===== src/rtl/cpu_seq.sv =====
// cpu_seq: multi-cycle fetch/execute sequencer for the comproc CPU core.
//
// Shares one 16-bit memory port between instruction fetch (at ip) and the
// data access asked for by the instruction decoder. exec_en is a one-cycle
// strobe that gates every datapath register update (stk, fp, ip, call stack).
//
// Ports:
//   clk, rst            clock / synchronous active-high reset
//   ip                  instruction byte address (bit0 ignored on fetch)
//   daddr, dwdata       data address and store data
//   rd_mem, wr_mem, byt decoder outputs, combinational from insn
//   halt_req            level request to halt at the next instruction boundary
//   mem_rdata, mem_ready  memory response
//   mem_addr, mem_wdata, mem_be, mem_rd, mem_wr  memory request
//   insn, rdata         latched instruction / latched load data
//   exec_en             datapath commit strobe
//   halted              high while in HALT
//   bus_err             sticky error flag, cleared only by rst
module cpu_seq #(
  parameter int TIMEOUT = 15
) (
  input  logic        clk,
  input  logic        rst,
  input  logic [15:0] ip,
  input  logic [15:0] daddr,
  input  logic [15:0] dwdata,
  input  logic        rd_mem,
  input  logic        wr_mem,
  input  logic        byt,
  input  logic        halt_req,
  input  logic [15:0] mem_rdata,
  input  logic        mem_ready,
  output logic [15:0] mem_addr,
  output logic [15:0] mem_wdata,
  output logic [1:0]  mem_be,
  output logic        mem_rd,
  output logic        mem_wr,
  output logic [15:0] insn,
  output logic [15:0] rdata,
  output logic        exec_en,
  output logic        halted,
  output logic        bus_err
);

  localparam int CW = $clog2(TIMEOUT + 1);

  typedef enum logic [2:0] {
    FETCH  = 3'd0,
    DECODE = 3'd1,
    DATA   = 3'd2,
    EXEC   = 3'd3,
    HALT   = 3'd4
  } state_t;

  state_t        state;
  state_t        next_state;
  logic [CW-1:0] wcnt;
  logic          req_active;
  logic          timeout;
  logic          conflict;

  // Byte loads return the addressed lane zero-extended; word loads pass through.
  function automatic logic [15:0] load_extract(input logic [15:0] d,
                                               input logic        b,
                                               input logic        a0);
    if (!b)
      return d;
    return {8'h00, a0 ? d[15:8] : d[7:0]};
  endfunction

  // A byte store replicates the low byte so either lane carries it.
  function automatic logic [15:0] store_data(input logic [15:0] d,
                                             input logic        b);
    return b ? {d[7:0], d[7:0]} : d;
  endfunction

  assign req_active = (state == FETCH) || (state == DATA);
  // Timeout fires on the TIMEOUT-th consecutive cycle without mem_ready.
  assign timeout    = req_active && !mem_ready && (wcnt == CW'(TIMEOUT - 1));
  assign conflict   = (state == DECODE) && rd_mem && wr_mem;

  // State register
  always_ff @(posedge clk) begin
    if (rst)
      state <= FETCH;
    else
      state <= next_state;
  end

  // Next-state logic
  always_comb begin
    next_state = state;
    case (state)
      FETCH: begin
        if (timeout)
          next_state = HALT;
        else if (mem_ready)
          next_state = DECODE;
      end
      DECODE: begin
        if (conflict)
          next_state = HALT;
        else if (rd_mem || wr_mem)
          next_state = DATA;
        else
          next_state = EXEC;
      end
      DATA: begin
        if (timeout)
          next_state = HALT;
        else if (mem_ready)
          next_state = EXEC;
      end
      EXEC: begin
        next_state = halt_req ? HALT : FETCH;
      end
      HALT: begin
        if (!halt_req && !bus_err)
          next_state = FETCH;
      end
      default: next_state = FETCH;
    endcase
  end

  // Outputs; rst forces the request low in the same cycle it is raised.
  always_comb begin
    mem_addr  = 16'h0000;
    mem_wdata = 16'h0000;
    mem_be    = 2'b00;
    mem_rd    = 1'b0;
    mem_wr    = 1'b0;
    exec_en   = 1'b0;
    halted    = 1'b0;
    if (!rst) begin
      case (state)
        FETCH: begin
          mem_addr = {ip[15:1], 1'b0};
          mem_be   = 2'b11;
          mem_rd   = 1'b1;
        end
        DATA: begin
          mem_addr  = byt ? daddr : {daddr[15:1], 1'b0};
          mem_be    = byt ? (daddr[0] ? 2'b10 : 2'b01) : 2'b11;
          mem_wdata = store_data(dwdata, byt);
          mem_rd    = rd_mem;
          // Read wins so the two strobes can never overlap.
          mem_wr    = wr_mem && !rd_mem;
        end
        EXEC:    exec_en = 1'b1;
        HALT:    halted  = 1'b1;
        default: ;
      endcase
    end
  end

  // Wait counter, error flag and latched instruction / load data
  always_ff @(posedge clk) begin
    if (rst) begin
      wcnt    <= '0;
      bus_err <= 1'b0;
      insn    <= 16'h0000;
      rdata   <= 16'h0000;
    end else begin
      if (!req_active || mem_ready)
        wcnt <= '0;
      else
        wcnt <= wcnt + 1'b1;

      if (timeout || conflict)
        bus_err <= 1'b1;

      if (state == FETCH && mem_ready)
        insn <= mem_rdata;

      if (state == DATA && mem_ready && rd_mem)
        rdata <= load_extract(mem_rdata, byt, daddr[0]);
    end
  end

endmodule

===== config.mk =====
export PLATFORM = sky130hd
export DESIGN_NAME = cpu_seq
export DESIGN_NICKNAME = d
export VERILOG_FILES = /design/src/rtl/cpu_seq.sv
export SDC_FILE = /design/constraint.sdc
export NUM_CORES = 1
export LEC_CHECK = 0
export ABC_CLOCK_PERIOD_IN_PS = 2600
export CORE_MARGIN = 2
export CORE_UTILIZATION = 55
export CTS_BUF_LIST = sky130_fd_sc_hd__clkbuf_2
export CTS_CLUSTER_SIZE = 8
export DETAILED_ROUTE_END_ITERATION = 8
export DONT_BUFFER_PORTS = 1
export PLACE_DENSITY = 0.71
export REMOVE_ABC_BUFFERS = 1
export SYNTH_ARGS = -nofsm -noshare
export SYNTH_HDL_FRONTEND = slang
export SYNTH_SLANG_ARGS = --single-unit

===== constraint.sdc =====
create_clock -name clk -period 2.6 [get_ports clk]
set_input_delay 0.52 -clock clk [delete_from_list [all_inputs] [get_ports clk]]
set_output_delay 0.52 -clock clk [all_outputs]
set_load 0.02 [all_outputs]

-- Yosys cells after proc, flatten, opt, wreduce, memory -nomap -nowiden
Index checks and enable logic that the tools add are counted.
- muxes and demuxes: 33
- add/subtract/negate cells: 1
- equality and inequality tests: 8
- reduce and logical (&&, ||, !) cells: 21
- operators by type and width (cell ; count):
    16-bit two-way mux ; 6
    16-bit one-hot mux with 2 select lines ; 1
    3-bit two-way mux ; 7
    3-bit one-hot mux with 5 select lines ; 1
    1-bit two-way mux ; 12
    1-bit logical AND ; 9
    8-bit two-way mux ; 1
    3-bit by 2-bit equality test with 1-bit output, second input constant ; 2
    2-bit two-way mux ; 3
    3-bit != test, second input constant ; 2
    1-bit zero test ; 5
    4-bit by 1-bit adder with 4-bit output, second input constant ; 1
    4-bit equality test, second input constant ; 1
    1-bit logical OR ; 4
    2-bit one-hot mux with 2 select lines ; 1
    3-bit by 1-bit equality test with 1-bit output, second input constant ; 1
    3-bit equality test, second input constant ; 1
    3-bit zero test ; 1
    3-bit AND reduction ; 1
    2-bit != test, second input constant ; 1
    1-bit one-hot mux with 2 select lines ; 1
    2-bit OR reduction ; 1
- register bits: 40
- output and inout bits: 71

-- Logic depth before layout (Yosys ltp)
Gate-level depths: netlist of run 1.
- word-level depth: 6
- mapped depth: 6
- gate-level depth less buffers: 5

-- Worst setup path before layout of run 1
Ideal clock, no wire load.
- path kind: input to output
- start point: input port byt
- end point: output port mem_wdata[10]
- arrival: 1.526 ns
- path slack: 0.554 ns
- required time: 2.080 ns
- stages on the path: 4
- cell sequence: buf_2 -> clkbuf_1 -> mux2i_1 -> nor2_1
- cells in the longest elaborated chain, start to end: 3
- RTL lines (item ; line ; RTL):
    start: declaration ; 29 ; input logic byt,
    16-bit two-way mux ; 74 ; return b ? {d[7:0], d[7:0]} : d;
    16-bit two-way mux ; 135 ; case (state)
    16-bit two-way mux ; 134 ; if (!rst) begin
    end: declaration ; 34 ; output logic [15:0] mem_wdata,
Every way passes these cells.

-- Final worst setup path of run 1
- start point: register state[2]
- end point: output port mem_addr[14]
- cells in the longest elaborated chain, start to end: 3
- elaborated cells on any way between the ends: 4
- RTL lines (item ; line ; RTL):
    start: declaration ; 55 ; state_t state;
    start signal: assignment ; 87 ; state <= next_state;
    3-bit by 2-bit equality test with 1-bit output / 3-bit zero test (equally long branches) ; 135 ;
    16-bit one-hot mux with 2 select lines * ; 135 ;
    16-bit two-way mux * ; 134 ;
    end: declaration ; 33 ; output logic [15:0] mem_addr,
Every way passes the cells marked *; elsewhere a longest branch is shown, timed or not.

==> results.py, run 1 <==
metrics = {
    "detailed_routing": {
        "drt-initial-drc-count": 182,
        "vias_per_cell": 6.11,
        "wl_per_cell_um": 17.6,
        "totalWireLength_mm": 5.58,
        "ant_nets": 0,
        "drc_errors": 0,
        "vias": 1938,
        "dr.pass1.iters": 4,
    },
    "logic_synthesis": {
        "synth.distinct_cells": 34,
        "synth-edff-count": 0,
        "ys_warn_count": 0,
        "ys_seq_elements": 40,
        "yosysTopAreaCellShare_pct": 37.2,
        "yosysSeqAreaShare_pct": 37.2,
        "synth_top_cell_by_area": "dfxtp_1",
        "synthTopCellsByCount": "42 x nand2_1, 40 x dfxtp_1, 34 x a21oi_1, 27 x nor2_1, 23 x mux2i_1",
        "syn_area_mm2": 0.00215,
        "synth_area_per_cell_um2": 7.95,
        "synth_most_common_cell": "nand2_1",
        "synth-async-reset-ratio_pct": 0,
        "ys.flop_type": "dfxtp_1",
        "synth_cells": 271,
        "ys_top_cells_by_area": "dfxtp_1 37%, mux2i_1 11%, a21oi_1 7.9%",
    },
    "setup_path": {
        "ff2ff_setup_slack_ns": 0.77,
        "timing.rr.start": "state[1]",
        "start_kind": "register",
        "end_kind": "output pin",
        "worst-setup-path-type": "register to output pin",
        "worstPathArrival_ns": 1.97,
        "cp_max_fo": 20,
        "r2r_cells": 4,
        "rr_endpoint": "rdata[7]",
        "required_ns": 2.08,
    },
    "global_route": {
        "grt_use_total_pct": 25.4,
        "grt_max_degree": 42,
        "gr-total-overflow": 0,
        "antenna_found_initial": 0,
        "grt_pass1_vias": 1689,
        "grt_pass1_wl_mm": 8.50,
    },
    "sta": {
        "layout_setup_ws_ns": 0.110,
        "period_minus_slack_ns": 2.49,
        "rsz0062_at_grt": "true",
        "tightest_slew_ns": 0.569,
        "max_freq_ghz": 0.402,
        "finalSetupTns_ns": 0,
        "post-route-period-util_pct": 95.8,
        "setup_viol": 0,
        "worst_clock_skew_ns": 0.0120,
        "report.final.slew_viol_count": 0,
        "hold_viol_final": 0,
        "max_slew_margin_pct": 62.1,
        "hold_slack_ns": 0.146,
    },
    "pwr": {
        "power.switching_uw": 385,
        "switching_share_pct": 33.2,
        "seq_power_share_pct": 59.1,
        "clock_power_share_pct": 22.9,
        "powerDensity_mw_per_mm2": 514,
        "p_comb_share_pct": 18.0,
        "ir_drop_v": 0.000300,
        "p_int_uw": 777,
        "power.static_leakage_uw": 0.000817,
    },
    "clock_tree": {
        "cts-buffers-inserted": 5,
        "clock_sinks": 40,
        "holdBufCountCts": 0,
        "ctsLongestPathBuffers": 2,
        "root_buffer": "clkbuf_2",
        "path_clk_slew_ns": 0.20,
        "clock_latency_ns": 0.41,
        "cts_tree": "yes",
        "cts_max_level": 2,
    },
    "worst_hold_path": {
        "worstHoldPathType": "input pin to register",
        "hold_depth": 1,
        "hp-start": "rst",
        "min_to": "insn[8]",
    },
    "die": {
        "dieHeight_um": 66.6,
        "pin_count": 142,
        "dieArea_mm2": 0.00443,
        "initial_utilization_pct": 58.0,
        "die_x_um": 66.6,
        "core_mm2": 0.00372,
        "rows": 22,
    },
    "final_layout": {
        "finalInstanceArea_mm2": 0.00226,
        "area_growth_pct": 4.82,
        "drive_gt1_share_pct": 11.2,
        "fin_nets": 342,
        "fin_util_pct": 60.8,
        "n_antenna_cell": 0,
    },
    "flow_run": {
        "max_cap_viol_count": 0,
    },
    "place": {
        "placedInstanceArea_mm2": 0.00221,
        "io_buffers": 0,
        "pre_cts_slack_ns": 0.426,
        "place_congestion": 0.826,
        "dp_hpwl_mm": 3.99,
    },
    "status": {
        "status": "finished, final reports clean",
    },
}
==> routing by layer <==
metal	vias to the layer above	global-route usage [%]	wire [µm]
met5	-	0	0
met4	0	7.65	59
met3	6	8.45	513
met2	102	40.6	2720
met1	886	32.4	2290
li1	944	-	-
==> power by group through the flow <==
stage                     registers (µW)  logic, µW  clock network (µW)
after global routing                 691        230                 304
after CTS                            687        210                 276
final                                686        209                 266
after detailed placement             699        208                   0
after global placement               698        204                   0
after floorplan                      706        154                   0
==> placed cells by master (no fill, tap or decap), types with 2 or more instances in the layout <==
cell type,netlist,layout
and2_1,8,8
o21ai_0,9,9
ha_1,2,2
nand3_1,10,10
mux2i_1,23,23
clkbuf_2,1,5
buf_4,1,17
nor4b_1,2,2
nand2_1,42,42
nor3_1,7,7
inv_1,5,5
a21oi_1,34,34
nand4b_1,10,10
a311oi_1,8,8
nor2_1,27,27
a31oi_2,0,2
dfxtp_1,40,40
==> timing repair <==
item                                    CTS  global route
setup buffers                             0             0
endpoints found under the setup margin    1            19
resized for setup                         2             1
==> flip-flops by register name, summed over array words and instances (netlist names) <==
signal	count
insn	16
wcnt	4
bus_err	1
state	3
rdata	16
==> critical path, stage by stage (launching register included) <==
cell and delay (ns):
dfxtp_1 0.46, or3_2 0.72, nor2_1 0.39
==> logic make-up (layout without fill, tap and decap cells) <==
kind of cell | after synthesis | after routing | synth area share, %
AOI/OAI and AO/OA | 57 | 57 | 15.4
muxes | 23 | 23 | 10.7
xor gates and xnor gates | 2 | 2 | 0.813
DFF | 40 | 40 | 37.2
adders and majority gates | 2 | 2 | 1.16
and+or+nand+nor | 116 | 116 | 27.6
buffers and inverters | 31 | 29 | 7.14
==> how the worst max path moves through the flow <==
stage	depth (start not counted)	endpoint	startpoint
2_1_floorplan	3	mem_wdata[10]	state[1]
3_3_place_gp	2	mem_be[0]	rst
3_5_place_dp	2	mem_be[0]	rst
4_1_cts	2	mem_addr[14]	state[2]
5_1_grt	2	mem_addr[6]	state[2]
6_report	2	mem_addr[14]	state[2]
==> final cells by class <==
type                            instances  area (µm²)
Clock buffer                            5        25.0
Clock inverter                          2        12.5
Fill cell                             342        1460
Inverter                                5        18.8
Multi-Input combinational cell        200        1210
Sequential cell                        40         801
Tap cell                               48        60.1
Timing Repair Buffer                   17         128
==> metrics by stage <==
step                      total power [µW]  std cells
after floorplan                        859        245
after global placement                 902        310
after detailed placement               908        310
after CTS                             1170        317
after global routing                  1220        317
final                                 1160        317
(Power assumes the default switching activity.)
==> run 2, diff against run 1 <==
- CORE_UTILIZATION: 55 -> 45
- PLACE_DENSITY: 0.71 -> 0.6
==> run 2 against run 1 <==
Effect of this change: hold slack gained 0.015 ns; sequential cell count is the same; maximum frequency shrank 1.9%; total power grew 8.4%; register-to-register slack lost 0.16 ns; clock skew shrank 0.0038 ns; setup slack lost 0.047 ns; critical path depth is the same; cell count grew 1.3%; combinational power shrank 5%; first-iteration DRC count shrank 38%; wire length grew 9.0%; highest routed layer unchanged.
==> results.py, run 2 (same netlist as run 1, synthesis figures left out) <==
metrics = {
    "setup_path": {
        "worst-setup-path-type": "register to output pin",
        "required_ns": 2.08,
        "critPathSlowestCell": "or3_2",
        "start_kind": "register",
        "critPathMaxStageDelay_ns": 0.69,
        "cpLargestDelayFamily": "simple AND/OR/NAND/NOR gates",
        "cp_max_fo": 23,
        "timing.rr.start": "state[1]",
        "critPathLaunch": "state[0]",
        "end_kind": "output pin",
        "worstPathArrival_ns": 2.02,
        "crit_chain": "or3_2 > a31oi_1",
        "cp.buffers_inverters": 0,
    },
    "final_layout": {
        "n_antenna_cell": 0,
        "fillers": 489,
        "top_regs": "insn (16), rdata (16), wcnt (4)",
        "area_growth_pct": 5.05,
        "drive_gt1_share_pct": 10.1,
        "final_common_cell": "nand2_1",
        "layout_common_cells": "42 x nand2_1, 40 x dfxtp_1, 34 x a21oi_1",
        "fin_nets": 339,
        "fin_util_pct": 48.6,
    },
    "global_route": {
        "grt_use_total_pct": 21.6,
        "gr-total-overflow": 0,
        "use_met3_pct": 6.08,
        "grtUsageMet1_pct": 25.5,
        "met2_usage_pct": 38.1,
        "grt_busiest_layer": "met2",
        "antenna_found_initial": 0,
        "grt_pass1_wl_mm": 8.90,
        "grt_pass1_vias": 1698,
        "grt_max_degree": 42,
    },
    "clock_tree": {
        "cts-buffers-inserted": 5,
        "clock_latency_ns": 0.40,
        "cts_tree": "yes",
        "root_buffer": "clkbuf_2",
        "cts_max_level": 2,
        "postCtsSetupBuffers": 0,
        "clock_sinks": 40,
        "path_clk_slew_ns": 0.20,
        "ctsLongestPathBuffers": 2,
    },
    "sta": {
        "period_minus_slack_ns": 2.54,
        "hold_slack_ns": 0.161,
        "tightest_slew_ns": 0.817,
        "post-route-period-util_pct": 97.6,
        "layout_setup_ws_ns": 0.0634,
        "max_slew_margin_pct": 45.3,
        "max_freq_ghz": 0.394,
        "hold_viol_final": 0,
        "setup_viol": 0,
        "rsz0062_at_grt": "true",
        "report.final.slew_viol_count": 0,
        "worst_clock_skew_ns": 0.00817,
    },
    "die": {
        "die_x_um": 73.2,
        "pin_count": 142,
        "dieHeight_um": 73.2,
        "dieArea_mm2": 0.00536,
        "rows": 25,
        "initial_utilization_pct": 46.2,
        "core_mm2": 0.00466,
    },
    "detailed_routing": {
        "dr.pass1.iters": 4,
        "totalWireLength_mm": 6.08,
        "vias_per_cell": 6.11,
        "ant_nets": 0,
        "drt-initial-drc-count": 112,
        "vias": 1961,
        "wl_per_cell_um": 19.0,
        "drc_errors": 0,
    },
    "place": {
        "io_buffers": 0,
        "dp_hpwl_mm": 4.46,
        "place_congestion": 0.753,
        "pre_cts_slack_ns": 0.387,
    },
    "pwr": {
        "power.static_leakage_uw": 0.000822,
        "powerDensity_mw_per_mm2": 556,
        "ir_drop_v": 0.000206,
        "fin_total_pwr_uw": 1260,
    },
    "status": {
        "status": "finished, final reports clean",
    },
    "worst_hold_path": {
        "worstHoldPathType": "input pin to register",
        "hp-start": "mem_ready",
    },
    "flow_run": {
        "max_cap_viol_count": 0,
    },
}
## run 2: cell count changes in the layout (fill, tap and decap cells not counted), sizes merged
cell	previous run	this run
buf	17	14
bufinv	0	1
clkbuf	5	6
clkinvlp	1	0
## run 2: path summary, 6_finish.rpt
path	to	slack [ns]	cells after the start
max	mem_be[0]	0.06	2
min	wcnt[3]	0.16	1
max reg2reg	rdata[5]	0.61	4
min reg2reg	wcnt[0]	0.50	1
## run 2: layout make-up
cell class	instances	area (µm²)	share of cell area, %
clock buffer	6	30.0	1.33
clock inverter	2	35.0	1.55
inverter	5	18.8	0.829
multi-input combinational	200	1210	53.3
sequential	40	801	35.4
tap	54	67.6	2.99
timing repair buffer	14	105	4.64
## run 2: per-layer routing
| metal | part of all wire [%] | vias up |
|---|---|---|
| met3 | 8.3 | 10 |
| met4 | 1.5 | 0 |
| met5 | 0 | - |
| met2 | 51 | 101 |
| met1 | 39 | 915 |
| li1 | - | 935 |
## run 2: metrics by stage
step / cells / setup TNS (ns) / area, µm²
floorplan: 245 / 0 / 2020
global placement: 313 / 0 / 2190
detailed placement: 313 / 0 / 2190
CTS: 321 / 0 / 2260
global route: 321 / -0.0514 / 2260
finish: 321 / 0 / 2260
## run 2: what timing repair did
action / 4_1_cts / 5_1_grt
hold buffers: 0 / 0
resized for setup: 0 / 2
endpoints found under the setup margin: 0 / 14
## run 2: power breakdown
part	leakage, µW	internal (µW)	total (µW)	switching (µW)
sequential	0.000326	641	688	46.8
clock	0.0000430	165	373	208
combinational	0.000453	70.7	199	128
==> run 3, diff against run 2 <==
- CORE_UTILIZATION: 45 -> 55
- PLACE_DENSITY: 0.6 -> 0.7
- TNS_END_PERCENT: default -> 1
==> run 3 against run 2 <==
Effect of this change: critical path depth unchanged; non-clock buffer count did not move; combinational power about the same; wire length shrank 11%; highest routed layer unchanged; largest cell class unchanged; setup slack improved by 0.051 ns; critical endpoint is now mem_addr[7]; design area fell by 1.4%; die area shrank 17%.
==> results.py, run 3 (same netlist as run 1, synthesis figures left out) <==
metrics = {
    "status": {
        "status": "finished, final reports clean",
    },
    "final_layout": {
        "fin_nets": 339,
        "drive_gt1_share_pct": 9.77,
        "final_common_cell": "nand2_1",
        "layout_common_cells": "42 x nand2_1, 39 x dfxtp_1, 34 x a21oi_1",
        "multiInputGateArea_mm2": 0.00121,
        "area_growth_pct": 3.60,
        "seqCellArea_um2": 802,
        "n_antenna_cell": 0,
        "fillers": 380,
        "top_regs": "insn (16), rdata (16), wcnt (4)",
    },
    "clock_tree": {
        "cts-buffers-inserted": 5,
        "holdBufCountCts": 0,
        "cts-resized-gates": 0,
        "cts_tree": "yes",
        "ctsLongestPathBuffers": 2,
        "root_buffer": "clkbuf_2",
        "clock_latency_ns": 0.38,
        "path_clk_slew_ns": 0.19,
        "postCtsSetupBuffers": 0,
        "clock_sinks": 40,
        "cts_max_level": 2,
    },
    "sta": {
        "hold_viol_final": 0,
        "max_freq_ghz": 0.402,
        "worst_clock_skew_ns": 0.0122,
        "report.final.slew_viol_count": 0,
        "post-route-period-util_pct": 95.6,
        "max_slew_margin_pct": 42.2,
        "period_minus_slack_ns": 2.49,
        "layout_setup_ws_ns": 0.114,
        "tightest_slew_ns": 0.863,
        "setup_viol": 0,
        "rsz0062_at_grt": "true",
    },
    "setup_path": {
        "cp_max_fo": 23,
        "end_kind": "output pin",
        "start_kind": "register",
        "ff2ff_setup_slack_ns": 0.80,
        "r2r_cells": 4,
        "required_ns": 2.08,
        "worst-setup-path-type": "register to output pin",
        "worstPathArrival_ns": 1.97,
        "timing.rr.start": "state[0]",
        "rr_endpoint": "rdata[5]",
        "critPathLaunch": "state[2]",
        "cp-endpoint": "mem_addr[7]",
    },
    "pwr": {
        "ir_drop_v": 0.000266,
        "power.static_leakage_uw": 0.000802,
        "fin_total_pwr_uw": 1130,
        "powerDensity_mw_per_mm2": 507,
    },
    "place": {
        "dp_hpwl_mm": 3.87,
        "io_buffers": 0,
        "place_congestion": 0.783,
        "pre_cts_slack_ns": 0.428,
    },
    "detailed_routing": {
        "drc_errors": 0,
        "drt-initial-drc-count": 122,
        "wl_per_cell_um": 17.3,
        "ant_nets": 0,
        "vias_per_cell": 6.00,
        "vias": 1884,
        "totalWireLength_mm": 5.43,
        "dr.pass1.iters": 4,
    },
    "global_route": {
        "gr-total-overflow": 0,
        "grt_use_total_pct": 23.9,
        "grt_pass1_vias": 1733,
        "antenna_found_initial": 0,
        "grt_max_degree": 42,
        "grt_pass1_wl_mm": 8.06,
    },
    "worst_hold_path": {
        "worstHoldPathType": "input pin to register",
    },
    "die": {
        "core_mm2": 0.00372,
        "rows": 22,
        "dieHeight_um": 66.6,
        "initial_utilization_pct": 58.0,
        "pin_count": 142,
        "die_x_um": 66.6,
        "dieArea_mm2": 0.00443,
    },
    "flow_run": {
        "max_cap_viol_count": 0,
    },
}
-- run 3: cell types whose count changed in the layout (fill, tap and decap cells not counted), sizes merged --
cell	delta
bufinv	-1
clkbuf	-1
clkinv	+1
-- run 3: area by class of cell --
cell class | instances | share of cell area (%)
Clock buffer | 5 | 1.12
Clock inverter | 2 | 0.336
Inverter | 5 | 0.841
Multi-Input combinational cell | 200 | 54.4
Sequential cell | 40 | 35.9
Tap cell | 48 | 2.69
Timing Repair Buffer | 14 | 4.71
-- run 3: critical path, stage by stage, from the launching register on --
cell and delay (ns):
dfxtp_1 0.46, or3_2 0.73, nor2_1 0.40
-- run 3: worst min-delay path by stage --
stage,startpoint,end,slack (ns),depth (start not counted)
floorplan,wcnt[0],wcnt[0],0.45,1
global placement,wcnt[0],wcnt[0],0.47,1
detailed placement,wcnt[0],wcnt[0],0.47,1
CTS,rst,rdata[9],0.16,1
global route,rst,insn[9],0.13,1
finish,rst,rdata[9],0.18,1
-- run 3: through the flow --
step                      cell area [µm²]  hold slack [ns]  utilization [%]  instances  setup TNS [ns]
after floorplan                      2020            0.445                -        245               0
final                                2230            0.183             60.1        314               0
after global routing                 2230            0.125             60.1        314          -0.219
after global placement               2180            0.468             58.8        307               0
after detailed placement             2180            0.474             58.8        307               0
after CTS                            2220            0.165             59.7        314               0
-- run 3: per-layer routing --
layer,global-route usage (%),vias up,wire length [µm]
met5,0,-,0
met4,5.36,0,47
met3,7.60,5,463
met2,39.8,82,2590
met1,30.1,858,2330
li1,-,939,-
-- run 3: where the power goes --
part | total [µW] | switching (µW) | leakage (µW) | internal, µW
Combinational | 199 | 128 | 0.000452 | 71.8
Sequential | 689 | 48.8 | 0.000326 | 641
Clock | 242 | 186 | 0.0000239 | 55.5
